**config.mk**
```make
export PLATFORM = sky130hd
export DESIGN_NAME = i2c_bus_arbiter
export DESIGN_NICKNAME = d
export VERILOG_FILES = /design/src/rtl/i2c_bus_arbiter.sv
export SDC_FILE = /design/constraint.sdc
export NUM_CORES = 1
export LEC_CHECK = 0
export ABC_CLOCK_PERIOD_IN_PS = 1500
export BUFFER_PORTS_ARGS = -buffer_cell sky130_fd_sc_hd__buf_4
export CAP_MARGIN = 15
export CELL_PAD_IN_SITES_DETAIL_PLACEMENT = 1
export CELL_PAD_IN_SITES_GLOBAL_PLACEMENT = 2
export CORE_UTILIZATION = 20
export CTS_BUF_LIST = sky130_fd_sc_hd__clkbuf_2 sky130_fd_sc_hd__clkbuf_4 sky130_fd_sc_hd__clkbuf_8
export CTS_CLUSTER_DIAMETER = 150
export DETAILED_ROUTE_END_ITERATION = 8
export PLACE_DENSITY_LB_ADDON = 0.1
export SYNTH_ARGS = -nofsm -noshare
export SYNTH_HDL_FRONTEND = slang
export SYNTH_SLANG_ARGS = --single-unit
```
**constraint.sdc**
```tcl
create_clock -name sys_clk -period 1.5 [get_ports sys_clk]
set_input_delay 0.075 -clock sys_clk [delete_from_list [all_inputs] [get_ports sys_clk]]
set_output_delay 0.075 -clock sys_clk [all_outputs]
set_load 0.005 [all_outputs]
```
**src/rtl/i2c_bus_arbiter.sv**
```systemverilog
// Round-robin arbiter sharing one I2C master core between NUM_REQ requesters.
// Optional WAIT-state watchdog enabled by defining I2C_ARB_TIMEOUT_EN.
module i2c_bus_arbiter #(
  parameter int NUM_REQ     = 4,
  parameter int GW          = $clog2(NUM_REQ),
  parameter int TIMEOUT_CYC = 1_000_000
) (
  input  logic                 sys_clk,
  input  logic                 sys_rst,
  input  logic [NUM_REQ-1:0]   req_valid,
  input  logic [NUM_REQ-1:0]   req_wr,
  input  logic [NUM_REQ*7-1:0] req_dev,
  input  logic [NUM_REQ*8-1:0] req_addr,
  input  logic [NUM_REQ*8-1:0] req_wdata,
  output logic [NUM_REQ-1:0]   req_ready,
  output logic [NUM_REQ-1:0]   rsp_valid,
  output logic [7:0]           rsp_data,
  output logic                 rsp_err,
  output logic                 m_start,
  output logic                 m_wr,
  output logic [6:0]           m_dev,
  output logic [7:0]           m_addr,
  output logic [7:0]           m_wdata,
  input  logic                 m_busy,
  input  logic                 m_done,
  input  logic [7:0]           m_rdata,
  input  logic                 m_ack_err,
  output logic                 busy,
  output logic [GW-1:0]        grant_id
);

  if (NUM_REQ < 2 || NUM_REQ > 8 || GW != $clog2(NUM_REQ) || TIMEOUT_CYC < 2) begin : g_cfg_err
    $error("i2c_bus_arbiter: unsupported parameter set");
  end

  typedef enum logic [2:0] {
    S_IDLE  = 3'd0,
    S_GRANT = 3'd1,
    S_ISSUE = 3'd2,
    S_WAIT  = 3'd3,
    S_RESP  = 3'd4
  } state_t;

  state_t               state_q, state_d;
  logic [GW-1:0]        ptr_q, ptr_d;
  logic [GW-1:0]        grant_q, grant_d;
  logic                 m_wr_q, m_wr_d;
  logic [6:0]           m_dev_q, m_dev_d;
  logic [7:0]           m_addr_q, m_addr_d;
  logic [7:0]           m_wdata_q, m_wdata_d;
  logic [NUM_REQ-1:0]   req_ready_q, req_ready_d;
  logic [NUM_REQ-1:0]   rsp_valid_q, rsp_valid_d;
  logic [7:0]           rsp_data_q, rsp_data_d;
  logic                 rsp_err_q, rsp_err_d;
  logic                 busy_q, busy_d;

  logic [GW-1:0]        win_id;
  logic [GW-1:0]        cand;
  int                   sum;
  logic                 sel_wr;
  logic [6:0]           sel_dev;
  logic [7:0]           sel_addr;
  logic [7:0]           sel_wdata;

`ifdef I2C_ARB_TIMEOUT_EN
  localparam int TW = ($clog2(TIMEOUT_CYC) > 20) ? $clog2(TIMEOUT_CYC) : 20;
  logic [TW-1:0]        cnt_q, cnt_d;
`endif

  // Round-robin winner: descending scan so the candidate nearest ptr is assigned last.
  always_comb begin
    win_id = {GW{1'b0}};
    cand   = {GW{1'b0}};
    sum    = 0;
    for (int i = NUM_REQ - 1; i >= 0; i--) begin
      sum    = int'(ptr_q) + i;
      cand   = GW'((sum >= NUM_REQ) ? (sum - NUM_REQ) : sum);
      win_id = req_valid[cand] ? cand : win_id;
    end
  end

  // Mux the winning requester's command fields.
  always_comb begin
    sel_wr    = 1'b0;
    sel_dev   = 7'h00;
    sel_addr  = 8'h00;
    sel_wdata = 8'h00;
    for (int i = 0; i < NUM_REQ; i++) begin
      sel_wr    = (win_id == GW'(i)) ? req_wr[i]          : sel_wr;
      sel_dev   = (win_id == GW'(i)) ? req_dev[7*i +: 7]  : sel_dev;
      sel_addr  = (win_id == GW'(i)) ? req_addr[8*i +: 8] : sel_addr;
      sel_wdata = (win_id == GW'(i)) ? req_wdata[8*i +: 8] : sel_wdata;
    end
  end

  // Sequencer next-state and registered-output logic.
  always_comb begin
    state_d     = state_q;
    ptr_d       = ptr_q;
    grant_d     = grant_q;
    m_wr_d      = m_wr_q;
    m_dev_d     = m_dev_q;
    m_addr_d    = m_addr_q;
    m_wdata_d   = m_wdata_q;
    req_ready_d = {NUM_REQ{1'b0}};
    rsp_valid_d = {NUM_REQ{1'b0}};
    rsp_data_d  = rsp_data_q;
    rsp_err_d   = rsp_err_q;
`ifdef I2C_ARB_TIMEOUT_EN
    cnt_d       = cnt_q;
`endif
    case (state_q)
      S_IDLE: begin
        if (|req_valid) begin
          state_d     = S_GRANT;
          grant_d     = win_id;
          m_wr_d      = sel_wr;
          m_dev_d     = sel_dev;
          m_addr_d    = sel_addr;
          m_wdata_d   = sel_wdata;
          req_ready_d = {{(NUM_REQ-1){1'b0}}, 1'b1} << win_id;
        end else begin
          state_d = S_IDLE;
        end
      end
      S_GRANT: state_d = S_ISSUE;
      S_ISSUE: begin
        if (!m_busy) begin
          state_d = S_WAIT;
`ifdef I2C_ARB_TIMEOUT_EN
          cnt_d   = {TW{1'b0}};
`endif
        end else begin
          state_d = S_ISSUE;
        end
      end
      S_WAIT: begin
        // A completion in the same cycle as the timeout wins.
        if (m_done) begin
          state_d     = S_RESP;
          rsp_data_d  = m_wr_q ? 8'h00 : m_rdata;
          rsp_err_d   = m_ack_err;
          rsp_valid_d = {{(NUM_REQ-1){1'b0}}, 1'b1} << grant_q;
`ifdef I2C_ARB_TIMEOUT_EN
        end else if (cnt_q == TW'(TIMEOUT_CYC - 1)) begin
          state_d     = S_RESP;
          rsp_data_d  = 8'hFF;
          rsp_err_d   = 1'b1;
          rsp_valid_d = {{(NUM_REQ-1){1'b0}}, 1'b1} << grant_q;
        end else begin
          cnt_d = cnt_q + {{(TW-1){1'b0}}, 1'b1};
        end
`else
        end else begin
          state_d = S_WAIT;
        end
`endif
      end
      S_RESP: begin
        state_d = S_IDLE;
        ptr_d   = (grant_q == GW'(NUM_REQ - 1)) ? {GW{1'b0}}
                                                 : grant_q + {{(GW-1){1'b0}}, 1'b1};
      end
      default: state_d = S_IDLE;
    endcase
    busy_d = (state_d != S_IDLE);
  end

  // State and output registers with synchronous reset.
  always_ff @(posedge sys_clk) begin
    if (sys_rst) begin
      state_q     <= S_IDLE;
      ptr_q       <= {GW{1'b0}};
      grant_q     <= {GW{1'b0}};
      m_wr_q      <= 1'b0;
      m_dev_q     <= 7'h00;
      m_addr_q    <= 8'h00;
      m_wdata_q   <= 8'h00;
      req_ready_q <= {NUM_REQ{1'b0}};
      rsp_valid_q <= {NUM_REQ{1'b0}};
      rsp_data_q  <= 8'h00;
      rsp_err_q   <= 1'b0;
      busy_q      <= 1'b0;
`ifdef I2C_ARB_TIMEOUT_EN
      cnt_q       <= {TW{1'b0}};
`endif
    end else begin
      state_q     <= state_d;
      ptr_q       <= ptr_d;
      grant_q     <= grant_d;
      m_wr_q      <= m_wr_d;
      m_dev_q     <= m_dev_d;
      m_addr_q    <= m_addr_d;
      m_wdata_q   <= m_wdata_d;
      req_ready_q <= req_ready_d;
      rsp_valid_q <= rsp_valid_d;
      rsp_data_q  <= rsp_data_d;
      rsp_err_q   <= rsp_err_d;
      busy_q      <= busy_d;
`ifdef I2C_ARB_TIMEOUT_EN
      cnt_q       <= cnt_d;
`endif
    end
  end

  // m_start must react to m_busy in the same ISSUE cycle to meet the two-cycle latency.
  assign m_start   = (state_q == S_ISSUE) && !m_busy;
  assign req_ready = req_ready_q;
  assign rsp_valid = rsp_valid_q;
  assign rsp_data  = rsp_data_q;
  assign rsp_err   = rsp_err_q;
  assign m_wr      = m_wr_q;
  assign m_dev     = m_dev_q;
  assign m_addr    = m_addr_q;
  assign m_wdata   = m_wdata_q;
  assign busy      = busy_q;
  assign grant_id  = grant_q;

endmodule
```
### Yosys cells after proc, flatten, opt, wreduce, memory -nomap -nowiden

Cells that the tools add are included.

* register bits after elaboration: 49
* input port bits: 113
* output and inout port bits: 45

* $add $sub $neg: 8
* order comparisons: 8
* equality and inequality tests: 8
* shifts and indexed selects: 2
* muxes and demuxes: 38
* bitwise operators: 4
* reduce and logical (&&, ||, !) cells: 10

Operators with widths (count)
* two-way mux 8 bit: 9
* two-way mux 7 bit: 4
* two-way mux 2 bit: 9
* < comparator 2 x 3 -> 1 bit, second input constant: 4
* one-hot mux 3 bit (4 select lines): 1
* two-way mux 1 bit: 10
* >= comparator 3 bit, second input constant: 3
* binary-select mux 1 bit (select 2 bit): 4
* << shifter 1 x 2 -> 4 bit, first input constant: 2
* subtractor 2 x 1 -> 2 bit, second input constant: 4
* adder 2 x 2 -> 3 bit, second input constant: 2
* equality test 2 bit, second input constant: 3
* equality test 3 x 2 -> 1 bit, second input constant: 2
* OR reduction 3 bit: 2
* inverter 1 bit: 4
* AND reduction 2 bit: 2
* OR reduction 4 bit: 1
* adder 2 x 1 -> 3 bit, second input constant: 1
* equality test 3 x 1 -> 1 bit, second input constant: 1
* equality test 3 bit, second input constant: 1
* >= comparator 2 x 3 -> 1 bit, second input constant: 1
* zero test 3 bit: 1
* two-way mux 3 bit: 1
* nonzero test 3 bit: 1
* other kinds (5): 5

### Longest topological paths before layout

Gate-level depths: netlist (run 1).

* word-level depth: 14
* depth in mapped cells: 7
* depth with buffers taken out: 5

### Worst setup path after synthesis (run 1)

OpenSTA, ideal clock, no wires.

* path kind: register -> register
* start: register ptr_q[1]
* end: register m_dev_q[0] (netlist: m_dev[0])
* library setup time: 0.120 ns
* arrival time: 1.453 ns
* data required time: 1.380 ns
* setup slack: -0.072 ns
* stages on the path, launching flop included: 8
* path buffers: 2
* clock period less this slack: 1.572 ns
* path through: dfxtp_1 > or3b_1 > o221a_2 > buf_6 > buf_2 > nand2_1 > a21oi_1 > a211o_1

* cells in the longest elaborated chain, start to end: 14
* elaborated cells on any way between the ends: 35
* those cells by class: add/sub: 7; order compare: 4; eq/ne: 3; mux: 20; reduce/logical: 1

Ends and longest elaborated chain
* start, declared: RTL line 45 `logic [GW-1:0] ptr_q, ptr_d;`
* start signal, assigned: RTL line 173 `ptr_q <= {GW{1'b0}};`
* start signal, assigned: RTL line 189 `ptr_q <= ptr_d;`
* adder 2 x 2 -> 3 bit: RTL line 76 `sum = int'(ptr_q) + i;`
* >= comparator 3 bit / subtractor 2 x 1 -> 2 bit (equally long branches): RTL line 77 `cand = GW'((sum >= NUM_REQ) ? (sum - NUM_REQ) : sum);`
* two-way mux 2 bit: RTL line 77
* binary-select mux 1 bit (select 2 bit): RTL line 78 `win_id = req_valid[cand] ? cand : win_id;`
* two-way mux 1 bit (implied by the code): RTL line 78
* two-way mux 2 bit (3 in series): RTL line 78
* two-way mux 2 bit *: RTL line 78
* zero test 2 bit: RTL line 90 `sel_dev = (win_id == GW'(i)) ? req_dev[7*i +: 7] : sel_dev;`
* two-way mux 7 bit (3 in series): RTL line 90
* two-way mux 7 bit *: RTL line 90
* end signal, assigned: RTL line 192 `m_dev_q <= m_dev_d;`
* end, declared: RTL line 48 `logic [6:0] m_dev_q, m_dev_d;`

Mark *: on every way between the ends. The rest lies on a longest branch, timed or not. The select of a mux whose other input is x is not followed.
A chain may end at the register's enable or synchronous reset.

### Final worst setup path (run 1)

* start: register ptr_q[1]
* end: register m_wdata_q[0] (netlist: m_wdata[0])

* cells in the longest elaborated chain, start to end: 14
* elaborated cells on any way between the ends: 35
* those cells by class: add/sub: 7; order compare: 4; eq/ne: 3; mux: 20; reduce/logical: 1

Ends and longest elaborated chain
* adder 2 x 2 -> 3 bit: RTL line 76
* >= comparator 3 bit / subtractor 2 x 1 -> 2 bit (equally long branches): RTL line 77
* two-way mux 2 bit: RTL line 77
* binary-select mux 1 bit (select 2 bit): RTL line 78
* two-way mux 1 bit (implied by the code): RTL line 78
* two-way mux 2 bit (3 in series): RTL line 78
* two-way mux 2 bit *: RTL line 78
* zero test 2 bit: RTL line 92 `sel_wdata = (win_id == GW'(i)) ? req_wdata[8*i +: 8] : sel_wdata;`
* two-way mux 8 bit (3 in series): RTL line 92
* two-way mux 8 bit *: RTL line 92
* end signal, assigned: RTL line 194 `m_wdata_q <= m_wdata_d;`
* end, declared: RTL line 50 `logic [7:0] m_wdata_q, m_wdata_d;`

Marks and branches as above.

==> results of run 1 <==
-- cells in the final DEF, fill, tap and decap left out, types with 2 or more instances in the layout --
master,instances
mux2i_1,3
a22o_1,8
buf_4,179
a21oi_1,48
a211oi_1,2
nor2_1,8
a211o_1,24
inv_1,2
dfxtp_1,47
buf_12,6
nor4_1,3
a21oi_2,3
nor2b_1,3
dlygate4sd3_1,9
and3_1,3
nand2_1,102
clkbuf_8,5
-- logic make-up (layout without fill, tap and decap cells) --
| logic type | after synthesis | count (layout) | share of synthesized area, % |
|---|---|---|---|
| flip-flops | 49 | 49 | 41.26 |
| AND/OR/NAND/NOR | 132 | 132 | 24.53 |
| AO/OA/AOI/OAI | 92 | 92 | 25.68 |
| multiplexers | 4 | 4 | 1.684 |
| buffers and inverters | 23 | 205 | 6.316 |
| adder cells (fa/ha/maj) | 1 | 1 | 0.5262 |
-- through the flow --
| step | utilization (%) | hold WS, ps | TNS [ps] | setup slack [ps] | total power [W] |
|---|---|---|---|---|---|
| 6_report | 35.91 | 77.21 | -2814 | -134.8 | 0.003547 |
| 4_1_cts | 35.84 | 62.94 | -3127 | -146.3 | 0.003617 |
| 5_1_grt | 35.91 | 78.26 | -5021 | -234.9 | 0.003772 |
| 3_5_place_dp | 33.90 | 297.2 | -3491 | -178.7 | 0.002564 |
| 2_1_floorplan | - | 162.8 | -632.0 | -27.77 | 0.001932 |
| 3_3_place_gp | 33.90 | 290.1 | -1766 | -105.3 | 0.002549 |
-- worst reg2reg max path, cell delays in order, from the launching register on --
cell and delay (ps):
dfxtp_4 370, or3b_1 370, o221a_2 210, buf_12 180, nand2_1 70, a21oi_1 60, a211o_1 260
-- worst min path at each step --
stage	from	endpoint	slack, ps	depth (start not counted)
finish	m_busy	state_q[0]	80	4
global route	m_done	state_q[1]	80	3
CTS	m_busy	state_q[0]	60	4
detailed placement	m_rdata[3]	rsp_data[3]	300	2
global placement	m_rdata[5]	rsp_data[5]	290	2
floorplan	sys_rst	state_q[2]	160	1
-- sequential cells by signal, summed over array words and instances (netlist names) --
name	cells
req_ready	4
ptr_q	2
m_wr	1
rsp_err	1
m_addr	8
m_dev	7
rsp_data	8
m_wdata	8
rsp_valid	4
grant_id	2
busy	1
state_q	3
-- area by class of cell --
cell class                      count  area, µm²
Clock inverter                      3      43.79
Inverter                            2      7.507
Multi-Input combinational cell    229       1281
Fill cell                        1409       7381
Timing Repair Buffer              195       1569
Sequential cell                    49      985.9
Tap cell                          143      178.9
Clock buffer                        5      68.82
-- layer usage --
metal / share of wire, % / global-route usage [%] / wire, µm / vias up
met5: 0 / 0 / 0 / -
met3: 8.9 / 4.265 / 842 / 6
met4: 0.85 / 3.153 / 81 / 0
met2: 48 / 27.55 / 4592 / 96
li1: - / - / - / 1411
met1: 42 / 18.19 / 3984 / 1307
-- power by group --
group | leakage, nW | internal (W) | switching [W]
registers | 0.402 | 0.00142 | 0.0000767
clock network | 0.0585 | 0.000502 | 0.000502
logic | 1.66 | 0.000603 | 0.000442
total | 2.12 | 0.00253 | 0.00102
-- what timing repair did --
item	CTS	global route
endpoints found under the hold margin	9	0
resized for setup	7	2
pin swaps	0	1
hold buffers	9	0
setup endpoints to repair	32	25
==> results.md, run 1 <==
* Most instantiated cells after synthesis: 102 x nand2_1, 51 x a21oi_1, 49 x dfxtp_1
* Cell variety after synth at 36
* Bufs on Longest Clock Path at 2
* Top_reg_cell synth: dfxtp_1
* CP max FO at 18
* RSZ-0062 raised after global routing: true
* Vias in the first global route at 3,007
* Leakage dissipation at 2.123 nW
* DRT Wirelength at 9.501 mm
* Clock latency at the later pin of the worst-skew pair at 300 ps
* Max-slew violations at 0
* Drt pass-1 iters at 6
* FF-to-FF setup slack at -130 ps
* RePlAce Congestion at 0.7344
* Post-Syn Area at 2377 µm²
* Slew @ Worst Pin at 351.5 ps
* CTS sink count at 49
* Placed cells at 609
* Crit-path max cell delay at 370 ps
* DRC viols at 28
* Overflow after GRT at 0
* RR Endpoint: m_wdata[0]
* Post-synth EDFFs at 0
* Post-place instance area at 3904 µm²
* Share of layout cells above drive strength 1 at 43.27%
* Via density at 4.505
* Register area share after synthesis at 41.26%
* Max H-tree Level at 2
* Yosys top cell by area: dfxtp_1
* Final setup violation count at 24
* Clk slew on worst S/H paths at 100 ps
* Start point of the critical path: ptr_q[1]
* Top-count cell post-synth: nand2_1
* Core area at 11,520 µm²
* CP Cell Sequence: or3b_1 -> o221a_2 -> buf_12 -> nand2_1 -> a21oi_1 -> a211o_1
* HP Class: input port to flop
* Clock skew at 10.96 ps
* DR WL/cell at 15.18 µm
* Largest cells by area after synthesis: dfxtp_1 41%, nand2_1 16%, a21oi_1 11%
* Final net count at 596
* Post-detail-place hpwl at 7.098 mm
* Chip width at 111.0 µm
* Wire length of the first global-routing pass at 15.19 mm
* Period utilisation layout at 109.0%
* Worst Slack Setup Final at -134.8 ps
* Via count at 2,820
* Worst Setup EP: m_wdata[0]
* Starting Density at 20.64%
* Root buf cell: clkbuf_8
* Syn Nets at 415
* Fmax at 611.7 MHz
* Pwr/cell area at 857.7 nW/µm²
* Initial antenna violation count at 0
* ANT nets after route at 0
* WP depth at 6
* Quantity of I/O buffers inserted on ports at 157
* Cell count after synthesis at 301
* Die H at 111.0 µm
* Die ar. at 12,330 µm²
* Total track usage at 15.35%
* Period minus WS final at 1635 ps
* Worst relative slew slack at 76.46%
* Ant. Diodes at 0
* CTS Buf Count at 5
* Status: complete, but fails checks
* Post-synth ARST share at 0%
* Max stage delay cell, worst path: dfxtp_4
* Crit-path leading delay family: compound AO/OA/AOI/OAI gates
* DR iter-0 viols at 134
* Row cnt at 39
* Largest net degree at the start of global routing at 33
* Post-CTS Setup Bufs at 0
* CTS tree: built
* Seq cells post-synth at 49
* Peak VDD IR at 0.4465 mV
* Critical path data arrival time at 1830 ps
* Worst setup EP type: flop
* Failing checks: design-rule violations, negative setup slack
* FF-to-FF path depth at 6
* Startpoint class of the critical path: flop
* Required time of the critical path at 1690 ps
* WS Path Type: flop to flop
* Post-route cell area at 4135 µm²
* P&R area growth vs syn at 73.95%
* Syn_area_per_cell at 7.898 µm²
* Non-filler cells, final at 626
* Hold Fails Final Rpt at 0
* Area share of the largest cell type after synthesis at 41.26%
* Count of buffer and inverter cells on the critical path at 1
* Max_cap viols at 0
* Warnings, synthesis at 0
* Reg2Reg Launch Point: ptr_q[1]
* Num ports at 158
No activity file was read; power rests on OpenSTA's default activity.
==> inputs of run 2 (changes only) <==
Settings changed: CORE_UTILIZATION 20 to 19, CTS_BUF_LIST sky130_fd_sc_hd__clkbuf_2 sky130_fd_sc_hd__clkbuf_4 sky130_fd_sc_hd__clkbuf_8 to default, RECOVER_POWER from default to 25, SLEW_MARGIN from default to 20.
==> results.md, run 2 (synthesis gave the netlist of run 1 again) <==
* Crit-path max cell delay at 410 ps
* Final setup violation count at 24
* Overflow after GRT at 0
* Max H-tree Level at 2
* Sw frac at 28.91%
* Worst setup EP type: flop
* Via density at 4.332
* Ant. Diodes at 0
* Required time of the critical path at 1680 ps
* CP Cell Sequence: or3b_4 -> o221a_4 -> buf_12 -> nand2_1 -> a21oi_1 -> a211o_1
* Final setup TNS at -2088 ps
* RePlAce Congestion at 0.7174
* Hold Fails Final Rpt at 0
* Wire length of the first global-routing pass at 14.70 mm
* Period minus WS final at 1625 ps
* Worst relative slew slack at 81.98%
* DR WL/cell at 14.63 µm
* Share of layout cells above drive strength 1 at 43.33%
* DRT Wirelength at 9.481 mm
* Max stage delay cell, worst path: or3b_4
* Period utilisation layout at 108.3%
* Clock skew at 5.731 ps
* Most common cell after layout, fill and taps aside: buf_4
* Slew @ Worst Pin at 266.5 ps
* Switching power at 0.001080 W
* CTS tree: built
* Most frequent cells in the layout: 159 x buf_4, 96 x nand2_1, 50 x a21oi_1, 47 x dfxtp_1, 24 x a211o_1
* Startpoint class of the critical path: flop
* Total track usage at 14.54%
* Num ports at 158
* Fmax at 615.5 MHz
* Final net count at 593
* Root buf cell: clkbuf_16
* CTS sink count at 49
* Clock latency at the later pin of the worst-skew pair at 300 ps
* Die H at 113.9 µm
* DRC viols at 0
* Clock power share at 32.0%
* Core area at 12,110 µm²
* Max_cap viols at 0
* Critical path data arrival time at 1810 ps
* Drt pass-1 iters at 4
* Worst Slack Setup Final at -124.6 ps
* WS Path Type: flop to flop
* CTS Buf Count at 5
* Failing checks: negative setup slack
* RSZ-0062 raised after global routing: true
* Sequential power share at 40.1%
* Quantity of I/O buffers inserted on ports at 157
* Crit-path leading delay family: simple AND/OR/NAND/NOR gates
* Count of buffer and inverter cells on the critical path at 1
* Die ar. at 12,960 µm²
* Max-slew violations at 0
* Combinational share of power at 27.8%
* Chip width at 113.9 µm
* Largest net degree at the start of global routing at 34
* Non-filler cells, final at 648
* Placed cells at 632
* Post-detail-place hpwl at 7.054 mm
* Initial antenna violation count at 0
* CP max FO at 33
* Starting Density at 19.63%
* Internal at 0.002655 W
* Peak VDD IR at 0.4534 mV
* HP Class: input port to flop
* DR iter-0 viols at 121
* Clk slew on worst S/H paths at 80 ps
* Smallest hold slack at 16.80 ps
* Pwr/cell area at 890.7 nW/µm²
* ANT nets after route at 0
* Row cnt at 40
* Status: complete, but fails checks
* Util after Layout at 34.63%
* Bufs on Longest Clock Path at 2
* Leakage dissipation at 2.116 nW
* P&R area growth vs syn at 76.42%
* Via count at 2,807
* Vias in the first global route at 2,898
## run 2: path summary, 6_finish.rpt
| path | start | to | slack, ps | cells after the start |
|---|---|---|---|---|
| hold reg to reg | m_dev[0] | m_dev[0] | 470 | 1 |
| hold / removal | m_ack_err | rsp_err | 20 | 3 |
| setup reg to reg | ptr_q[1] | m_dev[1] | -120 | 6 |
| setup / recovery | ptr_q[1] | m_dev[1] | -120 | 6 |
## run 2: repair_timing
action / CTS / global route
setup buffers: 0 / 0
hold buffers: 8 / 0
endpoints found under the setup margin: 32 / 27
resized for setup: 14 / 10
pin swaps: 0 / 1
endpoints found under the hold margin: 8 / 0
## run 2: worst reg2reg max path: stages (launching register included)
cell and delay (ps):
dfxtp_4 370, or3b_4 410, o221a_4 160, buf_12 180, nand2_1 80, a21oi_1 60, a211o_1 260
## run 2: final cells by class
cell class / count / area (µm²)
Fill cell: 1482 / 7918
Clock buffer: 5 / 125.1
Sequential cell: 49 / 985.9
Multi-Input combinational cell: 229 / 1316
Inverter: 2 / 7.507
Clock inverter: 3 / 25.02
Tap cell: 168 / 210.2
Timing Repair Buffer: 192 / 1524
## run 2: power groups by stage
stage / sequential, W / combinational, W / clock, W
after global routing: 0.00152 / 0.00115 / 0.00131
after global placement: 0.00153 / 0.00101 / 0
after floorplan: 0.00153 / 0.000399 / 0
after detailed placement: 0.00153 / 0.00102 / 0
after CTS: 0.00150 / 0.00106 / 0.00126
final: 0.00150 / 0.00104 / 0.00120
## run 2: per-layer routing
layer  wire [µm]  part of all wire (%)  up-vias  global-route usage (%)
met5           0                     0        -                       0
met4          67                  0.71        0                   3.636
met3         650                   6.9        6                   3.932
met2        4692                    49       94                   26.42
met1        4071                    43     1307                   16.84
li1            -                     -     1400                       -
## run 2: stage by stage
stage          setup WS [ps]  instance area, µm²  power (W)
6_report              -124.6                4194   0.003735
5_1_grt               -195.1                4194   0.003970
4_1_cts               -119.5                4180   0.003826
3_5_place_dp          -152.0                3895   0.002555
3_3_place_gp          -113.1                3895   0.002545
2_1_floorplan         -27.77                2384   0.001932
